`src/rtl/linear_sensor_ctrl.sv`:
```
// Line-scan sensor controller: fetches T/N from config RAM, then loops integrate / readout / blank.
// Latency: start edge -> INTEG in 3 cycles; pixel k appears 2+k cycles after ad_sp is sampled.
// Backpressure: none; the pixel stream is free-running and the pixel buffer must take every strobe.
module linear_sensor_ctrl #(
   parameter int unsigned PIX_NUM    = 512,
   parameter int unsigned ADC_W      = 16,
   parameter int unsigned BLANK_CYC  = 24,
   parameter int unsigned DONE_CYC   = 33,
   parameter int unsigned SP_TIMEOUT = 4096,
   parameter logic [7:0]  INTEG_ADDR = 8'd1,
   parameter logic [7:0]  CAP_ADDR   = 8'd2
) (
   input  logic                       clk,
   input  logic                       rst_n,
   input  logic                       start_in,
   input  logic                       soft_reset_in,
   output logic                       cfg_ram_rd_o,
   output logic [7:0]                 cfg_ram_addr_o,
   input  logic [31:0]                cfg_ram_din,
   output logic                       sensor_clk_o,
   output logic                       sensor_reset_o,
   input  logic                       ad_sp,
   input  logic [ADC_W-1:0]           ad_data,
   output logic                       pix_valid_o,
   output logic [ADC_W-1:0]           pix_data_o,
   output logic [$clog2(PIX_NUM)-1:0] pix_idx_o,
   output logic                       line_last_o,
   output logic [31:0]                line_cnt_o,
   output logic                       busy_o,
   output logic                       done_o,
   output logic                       timeout_o
);

   localparam int unsigned IDX_W = $clog2(PIX_NUM);

   // Terminal values of the shared cycle counter for the fixed-length states.
   localparam logic [31:0] PIX_LAST   = 32'(PIX_NUM - 1);
   localparam logic [31:0] BLANK_LAST = 32'(BLANK_CYC - 1);
   localparam logic [31:0] DONE_LAST  = 32'(DONE_CYC - 1);
   localparam logic [31:0] TO_LAST    = 32'(SP_TIMEOUT - 1);

   typedef enum logic [2:0] {
      IDLE, RD_INTEG, RD_CAP, INTEG, WAIT_SP, DATA, BLANK, DONE
   } state_t;

   state_t             state_q, state_d;
   logic [31:0]        cnt_q, cnt_d;
   logic               start_r_q;
   logic [31:0]        integ_q, integ_d;
   logic [31:0]        cap_q, cap_d;
   logic [31:0]        line_cnt_q, line_cnt_d;
   logic               pix_valid_q, pix_valid_d;
   logic [ADC_W-1:0]   pix_data_q, pix_data_d;
   logic [IDX_W-1:0]   pix_idx_q, pix_idx_d;
   logic               line_last_q, line_last_d;
   logic               timeout_q, timeout_d;
   logic               cfg_rd_q, cfg_rd_d;
   logic [7:0]         cfg_addr_q, cfg_addr_d;
   logic               start_edge;
   logic               abort;
   logic               capture;

   // Next state, counter, config latches, pixel capture and pulse generation.
   always_comb begin
      state_d     = state_q;
      integ_d     = integ_q;
      cap_d       = cap_q;
      line_cnt_d  = line_cnt_q;
      pix_valid_d = 1'b0;
      pix_data_d  = pix_data_q;
      pix_idx_d   = pix_idx_q;
      line_last_d = 1'b0;
      timeout_d   = 1'b0;
      start_edge  = start_in & ~start_r_q;
      abort       = soft_reset_in && (state_q != IDLE);
      capture     = (state_q == DATA) && !soft_reset_in;

      unique case (state_q)
         IDLE:     if (start_edge) state_d = RD_INTEG;
         RD_INTEG: state_d = RD_CAP;
         RD_CAP:   state_d = INTEG;
         INTEG:    if (cnt_q == integ_q - 32'd1) state_d = WAIT_SP;
         WAIT_SP: begin
            if (ad_sp) begin
               state_d = DATA;
            end else if (cnt_q == TO_LAST) begin
               state_d   = IDLE;
               timeout_d = !soft_reset_in;
            end
         end
         DATA:     if (cnt_q == PIX_LAST) state_d = BLANK;
         BLANK: begin
            if (cnt_q == BLANK_LAST) state_d = (line_cnt_q == cap_q) ? DONE : INTEG;
         end
         DONE:     if (cnt_q == DONE_LAST) state_d = IDLE;
         default:  state_d = IDLE;
      endcase

      // Abort wins over every other transition, including terminal counts and ad_sp.
      if (abort) state_d = IDLE;

      // A zero configuration word means "one".
      if (state_q == RD_INTEG) integ_d = (cfg_ram_din == 32'd0) ? 32'd1 : cfg_ram_din;
      if (state_q == RD_CAP)   cap_d   = (cfg_ram_din == 32'd0) ? 32'd1 : cfg_ram_din;

      if (state_q == IDLE && state_d == RD_INTEG)      line_cnt_d = 32'd0;
      else if (state_q == DATA && state_d == BLANK)    line_cnt_d = line_cnt_q + 32'd1;

      // Cycle counter restarts on every state change.
      cnt_d = (state_d != state_q) ? 32'd0 : cnt_q + 32'd1;

      // The aborting cycle is not captured, so a partial line never flags its last pixel.
      if (capture) begin
         pix_valid_d = 1'b1;
         pix_data_d  = ad_data;
         pix_idx_d   = cnt_q[IDX_W-1:0];
         line_last_d = (cnt_q == PIX_LAST);
      end

      // Config RAM strobes follow the state register; registered from state_d so they are 0 in reset.
      cfg_rd_d   = (state_d == IDLE) || (state_d == RD_INTEG);
      cfg_addr_d = (state_d == IDLE)     ? INTEG_ADDR :
                   (state_d == RD_INTEG) ? CAP_ADDR   : 8'd0;
   end

   // FSM state, cycle counter and start-edge history.
   always_ff @(posedge clk or negedge rst_n) begin
      if (!rst_n) begin
         state_q   <= IDLE;
         cnt_q     <= 32'd0;
         start_r_q <= 1'b1;
      end else begin
         state_q   <= state_d;
         cnt_q     <= cnt_d;
         start_r_q <= start_in;
      end
   end

   // Datapath registers: config latches, line counter, pixel stream, pulses, RAM strobes.
   always_ff @(posedge clk or negedge rst_n) begin
      if (!rst_n) begin
         integ_q     <= 32'd1;
         cap_q       <= 32'd1;
         line_cnt_q  <= 32'd0;
         pix_valid_q <= 1'b0;
         pix_data_q  <= '0;
         pix_idx_q   <= '0;
         line_last_q <= 1'b0;
         timeout_q   <= 1'b0;
         cfg_rd_q    <= 1'b0;
         cfg_addr_q  <= 8'd0;
      end else begin
         integ_q     <= integ_d;
         cap_q       <= cap_d;
         line_cnt_q  <= line_cnt_d;
         pix_valid_q <= pix_valid_d;
         pix_data_q  <= pix_data_d;
         pix_idx_q   <= pix_idx_d;
         line_last_q <= line_last_d;
         timeout_q   <= timeout_d;
         cfg_rd_q    <= cfg_rd_d;
         cfg_addr_q  <= cfg_addr_d;
      end
   end

   assign sensor_clk_o   = ~clk;
   assign sensor_reset_o = (state_q == INTEG);
   assign busy_o         = (state_q != IDLE);
   assign done_o         = (state_q == DONE);
   assign cfg_ram_rd_o   = cfg_rd_q;
   assign cfg_ram_addr_o = cfg_addr_q;
   assign pix_valid_o    = pix_valid_q;
   assign pix_data_o     = pix_data_q;
   assign pix_idx_o      = pix_idx_q;
   assign line_last_o    = line_last_q;
   assign line_cnt_o     = line_cnt_q;
   assign timeout_o      = timeout_q;

endmodule

```
`config.mk`:
```
export PLATFORM = sky130hd
export DESIGN_NAME = linear_sensor_ctrl
export DESIGN_NICKNAME = d
export VERILOG_FILES = /design/src/rtl/linear_sensor_ctrl.sv
export SDC_FILE = /design/constraint.sdc
export NUM_CORES = 1
export LEC_CHECK = 0
export CELL_PAD_IN_SITES_DETAIL_PLACEMENT = 1
export CELL_PAD_IN_SITES_GLOBAL_PLACEMENT = 2
export CORE_MARGIN = 2
export CORE_UTILIZATION = 31
export CTS_CLUSTER_SIZE = 28
export DETAILED_ROUTE_END_ITERATION = 10
export PLACE_DENSITY_LB_ADDON = 0.1
export SLEW_MARGIN = 20
export SYNTH_ARGS = -nofsm -noshare
export SYNTH_HDL_FRONTEND = slang
export SYNTH_SLANG_ARGS = --single-unit
```
`constraint.sdc`:
```
create_clock -name clk -period 2.6 [get_ports clk]
set_input_delay 0.52 -clock clk [delete_from_list [all_inputs] [get_ports clk]]
set_output_delay 0.52 -clock clk [all_outputs]
set_load 0.02 [all_outputs]
```
* After elaboration in Yosys (flattened, before gate mapping)
Cells that the tools add are included.
** Storage, ports and cells
- Register bits after elaboration :: 163
- Input bits :: 53
- Output and inout port bits :: 73
- Logic and storage cells :: 67
** Operators by class
- $add $sub $neg :: 3
- Equality and inequality tests :: 16
- Muxes and demuxes :: 21
- Bitwise logic cells :: 3
- Reductions and logical operators :: 11
** Operators with widths (count)
- two-way mux 32 bit :: 4
- adder 32 x 1 -> 32 bit, second input constant :: 2
- == test 32 bit :: 2
- == test 32 x 12 -> 1 bit, second input constant :: 1
- == test 32 x 5 -> 1 bit, second input constant :: 1
- == test 32 x 6 -> 1 bit, second input constant :: 1
- == test 32 x 9 -> 1 bit, second input constant :: 1
- zero test 32 bit :: 1
- subtractor 32 x 1 -> 32 bit, second input constant :: 1
- two-way mux 3 bit :: 9
- one-hot mux 3 bit (8 select lines) :: 1
- == test 3 bit, second input constant :: 5
- == test 3 x 1 -> 1 bit, second input constant :: 2
- == test 3 x 2 -> 1 bit, second input constant :: 2
- zero test 3 bit :: 2
- two-way mux 1 bit :: 5
- logical AND 1 bit :: 4
- two-way mux 2 bit :: 2
- inequality test 3 bit :: 1
- nonzero test 3 bit :: 1
- inverter 1 bit :: 2
- nonzero test 2 bit :: 1
- bitwise AND 1 bit :: 1
- zero test 1 bit :: 1
- logical OR 1 bit :: 1

* Longest topological paths before layout
Gate-level depths: netlist (run 1).
- Word-level depth :: 9
- Mapped depth :: 11
- Mapped depth without buffers :: 10

==> impl_metrics.toml, run 1 <==
[outcome]
status = "complete, but fails checks"
violated_checks = "setup timing"

[placement]
port_buffers = 119
gpl.final_weighted_congestion = 0.842
dpl.cell_count = 1547
place.detailed.hpwl_um = 22300

[setup_path]
start_kind = "flop"
critical_path_required_ns = 2.93
timing.setup.critical_path_class = "flop to flop"
cp_cell_sequence = "buf_6, nor4_4, buf_4, xnor2_1, nand3_1, a2111oi_2, nand4_1, or4_4, nor3_4, buf_6, buf_16, nor3_2"
timing.rr.start = "integ_q[2]"
cpPeakStageDelay_ns = 0.47
startpoint = "integ_q[2]"
worst-path-max-fanout = 8
cp_slowest_cell = "sky130_fd_sc_hd__or4_4"
cp.arrival_ns = 3.20
endpoint_kind = "flop"
path_common_cell = "sky130_fd_sc_hd__buf_6"

[synthesis]
sequential_cell_area_fraction_in_the_yosys_report_pct = 46.3
synth_warnings = 0
synthDistinctLibCells = 61
synth-edff-count = 0
syn-cell-area_sq_um = 8820
synth.ff_latch_count = 163
synth-async-reset-ratio_pct = 100
synth-main-ff-cell = "sky130_fd_sc_hd__dfrtp_1"
synthCells = 904
synthesis.area_per_instance_sq_um = 9.76

[cells_and_area]
multi_input_area_sq_um = 4880
finish.cell_count_without_fillers = 1592
drive_above_1_share_pct = 31.1
nets = 1258
utilization_pct = 46.3
diodes = 0
area_growth_pct = 46.5
fillers = 3181
seqCellArea_sq_um = 4090

[route]
wl_per_cell_um = 18.9
drtAntennaViolNets = 0
first_iter_violations = 348
vias = 7832
route.detailed.vias_per_inst = 4.92
drcViolationCount = 0
routed_wirelength_um = 30100
dr.pass1.iters = 4

[floorplan]
core_region_area_sq_um = 27900
die_width_um = 173
die-area_sq_um = 29800
floorplan.rows = 61
io-pin-count = 126
floorplan.initialDensity_pct = 31.6
die_height_um = 173

[global_route]
globalRoute.busiestLayer = "met2"
globalRouteMet3Util_pct = 2.84
vias_in_the_first_global_route = 8449
grt_max_degree = 57
global_route_wire_length_before_repair_um = 48200
grt_util_met2_pct = 33.9
globalRoute.totalOverflow = 0
antenna_found_initial = 0
met1_layer_usage_reported_by_global_route_pct = 27.8
grt.total_usage_pct = 20.5

[job]
maxCapViolCount = 0

[clocking]
clk-insertion-delay-late_ns = 0.45
cts.clk_slew.worst_paths_ns = 0.08
num_cts_buffers = 17
cts-root-buf = "sky130_fd_sc_hd__clkbuf_16"
hold_buffers = 0
ctsHtreeMaxLevel = 4
clockBufferDepth = 2
tritoncts = "built"

[sta]
final-max-slew-violation-count = 0
rsz0062_at_grt = "true"
timing.final.setup_violations = 35
timing.clock.skew_ns = 0.0236
worst_setup_margin_ns = -0.269
timing.final.crit_share_pct = 110
max-slew-margin-rel_pct = 54.5
timing.final.hold_violations = 0
max_slew.worst_pin.slew_ns = 0.682
hold_ws_ns = 0.0272
clock.fmax_mhz = 349
setup-tns-final_ns = -8.01
final_period_minus_worst_setup_slack_ns = 2.87

[pwr]
power.static_leakage_nw = 5.75
cellPowerDensity_nw_per_um2 = 793
p_total_mw = 10.3
vdd_drop_max_mv = 0.441

[min_path]
hp-class = "input port to asynchronous set/reset pin"
[power breakdown]
group	switching, mW	internal (mW)
clock network	1.34	1.38
logic	1.97	1.98
registers	0.483	3.11
total	3.79	6.47
[through the flow]
stage                     instance area (sq um)  setup slack [ns]
after floorplan                            8900           -0.0991
after global placement                    11800            -0.301
after detailed placement                  11800            -0.366
after CTS                                 12600            -0.264
after global routing                      12900            -0.413
final                                     12900            -0.269
[flip-flops by register name, summed over array words and instances (netlist names)]
| register | count |
|---|---|
| cap_q | 32 |
| cfg_ram_addr_o | 2 |
| cfg_ram_rd_o | 1 |
| cnt_q | 32 |
| integ_q | 32 |
| line_cnt_o | 32 |
| line_last_o | 1 |
| pix_data_o | 16 |
| pix_idx_o | 9 |
| pix_valid_o | 1 |
| start_r_q | 1 |
| state_q | 3 |
| timeout_o | 1 |
[cell usage after synthesis, drive strengths merged (14+ instances only)]
library cell	count	share of area, %
nor2	81	3.4
inv	15	0.64
nand4	28	2.0
mux2	60	7.7
buf	14	1.0
and3	15	1.1
nor3	41	2.4
a21oi	14	0.79
xnor2	50	5.0
nand2	110	4.7
clkbuf	33	1.4
o21ai	19	1.1
nor4	36	3.0
dfrtp	160	45
nand3	47	2.7
xor2	83	8.2
[cell type report]
cell class / instances / area share (%)
Clock buffer: 19 / 3.57
Clock inverter: 15 / 1.23
Sequential cell: 163 / 31.6
Tap cell: 378 / 3.66
Timing Repair Buffer: 319 / 21.8
Multi-Input combinational cell: 684 / 37.7
Inverter: 14 / 0.406
[path summary, 6_finish.rpt]
check                      slack [ns]  cells past startpoint              to
max                             -0.27                     12       cnt_q[12]
max in group asynchronous        1.81                      2       cap_q[22]
max reg2reg                     -0.27                     12       cnt_q[12]
min in group clk                 0.47                      2    pix_idx_o[7]
min                              0.03                      1  pix_data_o[14]
min reg2reg                      0.47                      2    pix_idx_o[7]
[critical path: cells and delay by family, from the launching register on]
kind | cells | cell delay (ns)
DFF | 1 | 0.40
AOI/OAI and AO/OA | 1 | 0.32
xor gates and xnor gates | 1 | 0.11
buffers and inverters | 4 | 0.65
and+or+nand+nor | 6 | 1.28
[cell usage in the layout, fill, tap and decap left out, drive strengths merged, types with 8 or more instances in the layout]
master / instances
mux2: 60
xnor2: 50
dfrtp: 160
nand3: 47
nor4: 36
inv: 24
nor3: 41
a21oi: 14
clkdlybuf4s50: 116
nand2: 110
and4: 9
o21ai: 19
xor2: 83
nand4: 28
buf: 202
and2: 8
nor2: 81
and3: 15
clkbuf: 18
[kinds of logic (layout without fill, tap and decap cells)]
| group | count (synthesis) | after routing | synth area share (%) |
|---|---|---|---|
| other cells | 1 | 6 | 0.0425 |
| flops | 163 | 163 | 46.3 |
| buf+inv | 62 | 367 | 3.08 |
| xor+xnor | 133 | 133 | 13.2 |
| compound gates | 65 | 65 | 4.86 |
| simple gates | 413 | 413 | 24.0 |
| fa+ha+maj | 4 | 4 | 0.567 |
| mux | 63 | 63 | 8.00 |
[routing by layer]
layer	vias to the layer above	part of all wire, %
met5	-	0
met4	0	2.1
met3	37	2.4
met2	124	48
met1	3926	47
li1	3745	-
[timing repair]
item                       4_1_cts  5_1_grt
hold endpoints to repair         0        0
pin swaps                        9       21
setup endpoints to repair       50       50
setup buffers                    6        7
gates resized for setup         35       53
cloned                           2        0
Power figures use the tool's default switching activity.
==> inputs of run 2 (changes only) <==
- CTS_CLUSTER_DIAMETER: unset -> 50
- SLEW_MARGIN: 20 -> unset
==> results of run 2 <==
Same layout as run 1: the final DEF is identical, and so are final timing and power.
==> inputs of run 3 (changes only) <==
- ABC_AREA: unset -> 1
- CORE_UTILIZATION: 31 -> 29
==> impl_metrics.toml, run 3 <==
[placement]
place.detailed.hpwl_um = 24100
placement.setup.worst_slack_ns = -0.293
port_buffers = 119
gpl.final_weighted_congestion = 0.810
placed_cell_area_sq_um = 12400

[route]
wl_per_cell_um = 15.7
drtAntennaViolNets = 0
drcViolationCount = 0
first_iter_violations = 312
route.detailed.vias_per_inst = 4.45
dr.pass1.iters = 4
routed_wirelength_um = 31000
vias = 8797

[floorplan]
die-area_sq_um = 33900
die_width_um = 184
floorplan.initialDensity_pct = 29.2
floorplan.rows = 66
io-pin-count = 126
die_height_um = 184
core_region_area_sq_um = 32300

[synthesis]
synth_warnings = 0
sequential_cell_area_fraction_in_the_yosys_report_pct = 43.3
synth.ff_latch_count = 163
yosys.area.top_type = "sky130_fd_sc_hd__dfrtp_1"
synthCells = 1217
synthDistinctLibCells = 44
synth-edff-count = 0
post_synth_main_area_contributors = "sky130_fd_sc_hd__dfrtp_1, sky130_fd_sc_hd__nand2_1, sky130_fd_sc_hd__inv_1"
post-synth-top-area-fraction_pct = 42.5
synth-main-ff-cell = "sky130_fd_sc_hd__dfrtp_1"
yosysMostFrequentCell = "sky130_fd_sc_hd__nand2_1"
synthesis.area_per_instance_sq_um = 7.74
synth-async-reset-ratio_pct = 100
syn-cell-area_sq_um = 9420
netlist_top_cells_count = "sky130_fd_sc_hd__nand2_1, sky130_fd_sc_hd__dfrtp_1, sky130_fd_sc_hd__inv_1"

[clocking]
ctsHtreeMaxLevel = 4
tritoncts = "built"
cts-root-buf = "sky130_fd_sc_hd__clkbuf_16"
cts.clk_slew.worst_paths_ns = 0.07
num_cts_buffers = 17
clk-insertion-delay-late_ns = 0.45
clockBufferDepth = 2

[global_route]
vias_in_the_first_global_route = 9467
globalRoute.totalOverflow = 0
grt.total_usage_pct = 19.6
antenna_found_initial = 1
grt_max_degree = 60
global_route_wire_length_before_repair_um = 51100

[outcome]
status = "complete, but fails checks"
violated_checks = "setup timing"

[sta]
clock.fmax_mhz = 367
timing.final.setup_violations = 33
worst_setup_margin_ns = -0.126
max_slew.worst_pin.slew_ns = 0.510
timing.final.crit_share_pct = 105
timing.final.hold_violations = 0
rsz0062_at_grt = "true"
final_period_minus_worst_setup_slack_ns = 2.73
max-slew-margin-rel_pct = 65.7
timing.clock.skew_ns = 0.0127
final-max-slew-violation-count = 0

[setup_path]
cp_cell_sequence = "buf_6, nor2_4, nand2_8, nor2_8, buf_6, nand4_1, a21oi_2, nand3_2, nor2_2, buf_4, nand4_1, nand2_1, nand2_2, nand2_2, nand2_2, nand3_4, buf_6, buf_12, nor2_4"
timing.setup.critical_path_class = "flop to flop"
setup.reg_to_reg.worst_slack_ns = -0.13
cp.buffers_inverters = 5
kind_of_cell_with_the_highest_combined_delay_on_the_critical_path = "simple AND/OR/NAND/NOR gates"
critical_path_required_ns = 2.93
endpoint_kind = "flop"
cp.arrival_ns = 3.06
worst-path-max-fanout = 6
cpPeakStageDelay_ns = 0.40
cp_slowest_cell = "sky130_fd_sc_hd__dfrtp_1"
start_kind = "flop"

[cells_and_area]
drive_above_1_share_pct = 23.9
nets = 1578
fillers = 3883
diodes = 0
area_growth_pct = 43.9
most-common-layout-cells = "sky130_fd_sc_hd__nand2_1, sky130_fd_sc_hd__buf_4, sky130_fd_sc_hd__dfrtp_1"
layout_commonest_cell = "sky130_fd_sc_hd__nand2_1"
postLayoutCellArea_sq_um = 13600

[pwr]
power.static_leakage_nw = 6.29
vdd_drop_max_mv = 0.553
cellPowerDensity_nw_per_um2 = 912
p_total_mw = 12.4

[min_path]
hp-class = "flop to flop"

[job]
maxCapViolCount = 0
run 3: changes by cell type in the layout (fill, tap and decap cells not counted), sizes merged, moves of 9 or more:
cell	delta
inv	+136
xor2	-31
mux2	-60
and4	-9
nor4	-20
a21oi	+14
xnor2	-18
and3	-13
nor2	+77
o21ai	+80
nand2	+211
run 3: cell families after synthesis:
group / after synthesis / synth area share (%)
adders and majority gates: 4 / 0.531
other: 1 / 0.0398
buffers and inverters: 192 / 8.33
AOI/OAI and AO/OA: 145 / 8.18
xor gates and xnor gates: 84 / 7.81
DFF: 163 / 43.3
and+or+nand+nor: 628 / 31.8
run 3: what timing repair did:
item,4_1_cts,5_1_grt
hold buffers,1,0
pin swaps,24,29
endpoints found under the setup margin,45,60
gates cloned,2,0
gates resized for setup,55,52
endpoints found under the hold margin,33,0
setup buffers,16,8
run 3: through the flow:
| step | instances | util, % | hold WS, ns | setup TNS [ns] |
|---|---|---|---|---|
| after floorplan | 1222 | - | 0.224 | 0 |
| after global placement | 1921 | 38.3 | 0.455 | -6.02 |
| after detailed placement | 1921 | 38.3 | 0.457 | -8.31 |
| after CTS | 1972 | 41.4 | 0.474 | -3.72 |
| after global routing | 1976 | 42.0 | 0.489 | -9.92 |
| final | 1976 | 42.0 | 0.469 | -3.33 |
run 3: worst paths after layout:
kind	start	end	depth (start not counted)
setup / recovery	integ_q[1]	cnt_q[23]	19
hold / removal	pix_data_o[1]	pix_data_o[1]	2
setup reg to reg	integ_q[1]	cnt_q[23]	19
hold reg to reg	pix_data_o[1]	pix_data_o[1]	2
max in group asynchronous	rst_n	line_cnt_o[30]	3
min in group asynchronous	rst_n	state_q[1]	2
run 3: worst min-delay path, cell delays in order, from the launching register on:
cell                      delay, ns
sky130_fd_sc_hd__dfrtp_1       0.34
sky130_fd_sc_hd__nand2_1       0.05
sky130_fd_sc_hd__nand2_1       0.04
run 3: cell type report:
type	count	area [sq um]	share of cell area (%)
Tap cell	442	553	4.08
Multi-Input combinational cell	867	4900	36.1
Clock inverter	15	198	1.46
Clock buffer	19	434	3.20
Timing Repair Buffer	313	2790	20.5
Sequential cell	163	4090	30.2
Inverter	157	601	4.43
run 3: where the power goes:
group          switching [mW]  internal [mW]  leakage (nW)  total [mW]
Clock                    1.22           1.56         0.307        2.78
Sequential              0.593           3.21          2.12        3.80
Combinational            3.14           2.65          3.87        5.78
run 3: metal layers:
metal | track usage [%] | up-vias | wire length, um
met4 | 4.80 | 2 | 379
met2 | 32.3 | 90 | 14700
li1 | - | 4450 | -
met5 | 0 | - | 13
met3 | 3.71 | 21 | 666
met1 | 26.5 | 4234 | 15200
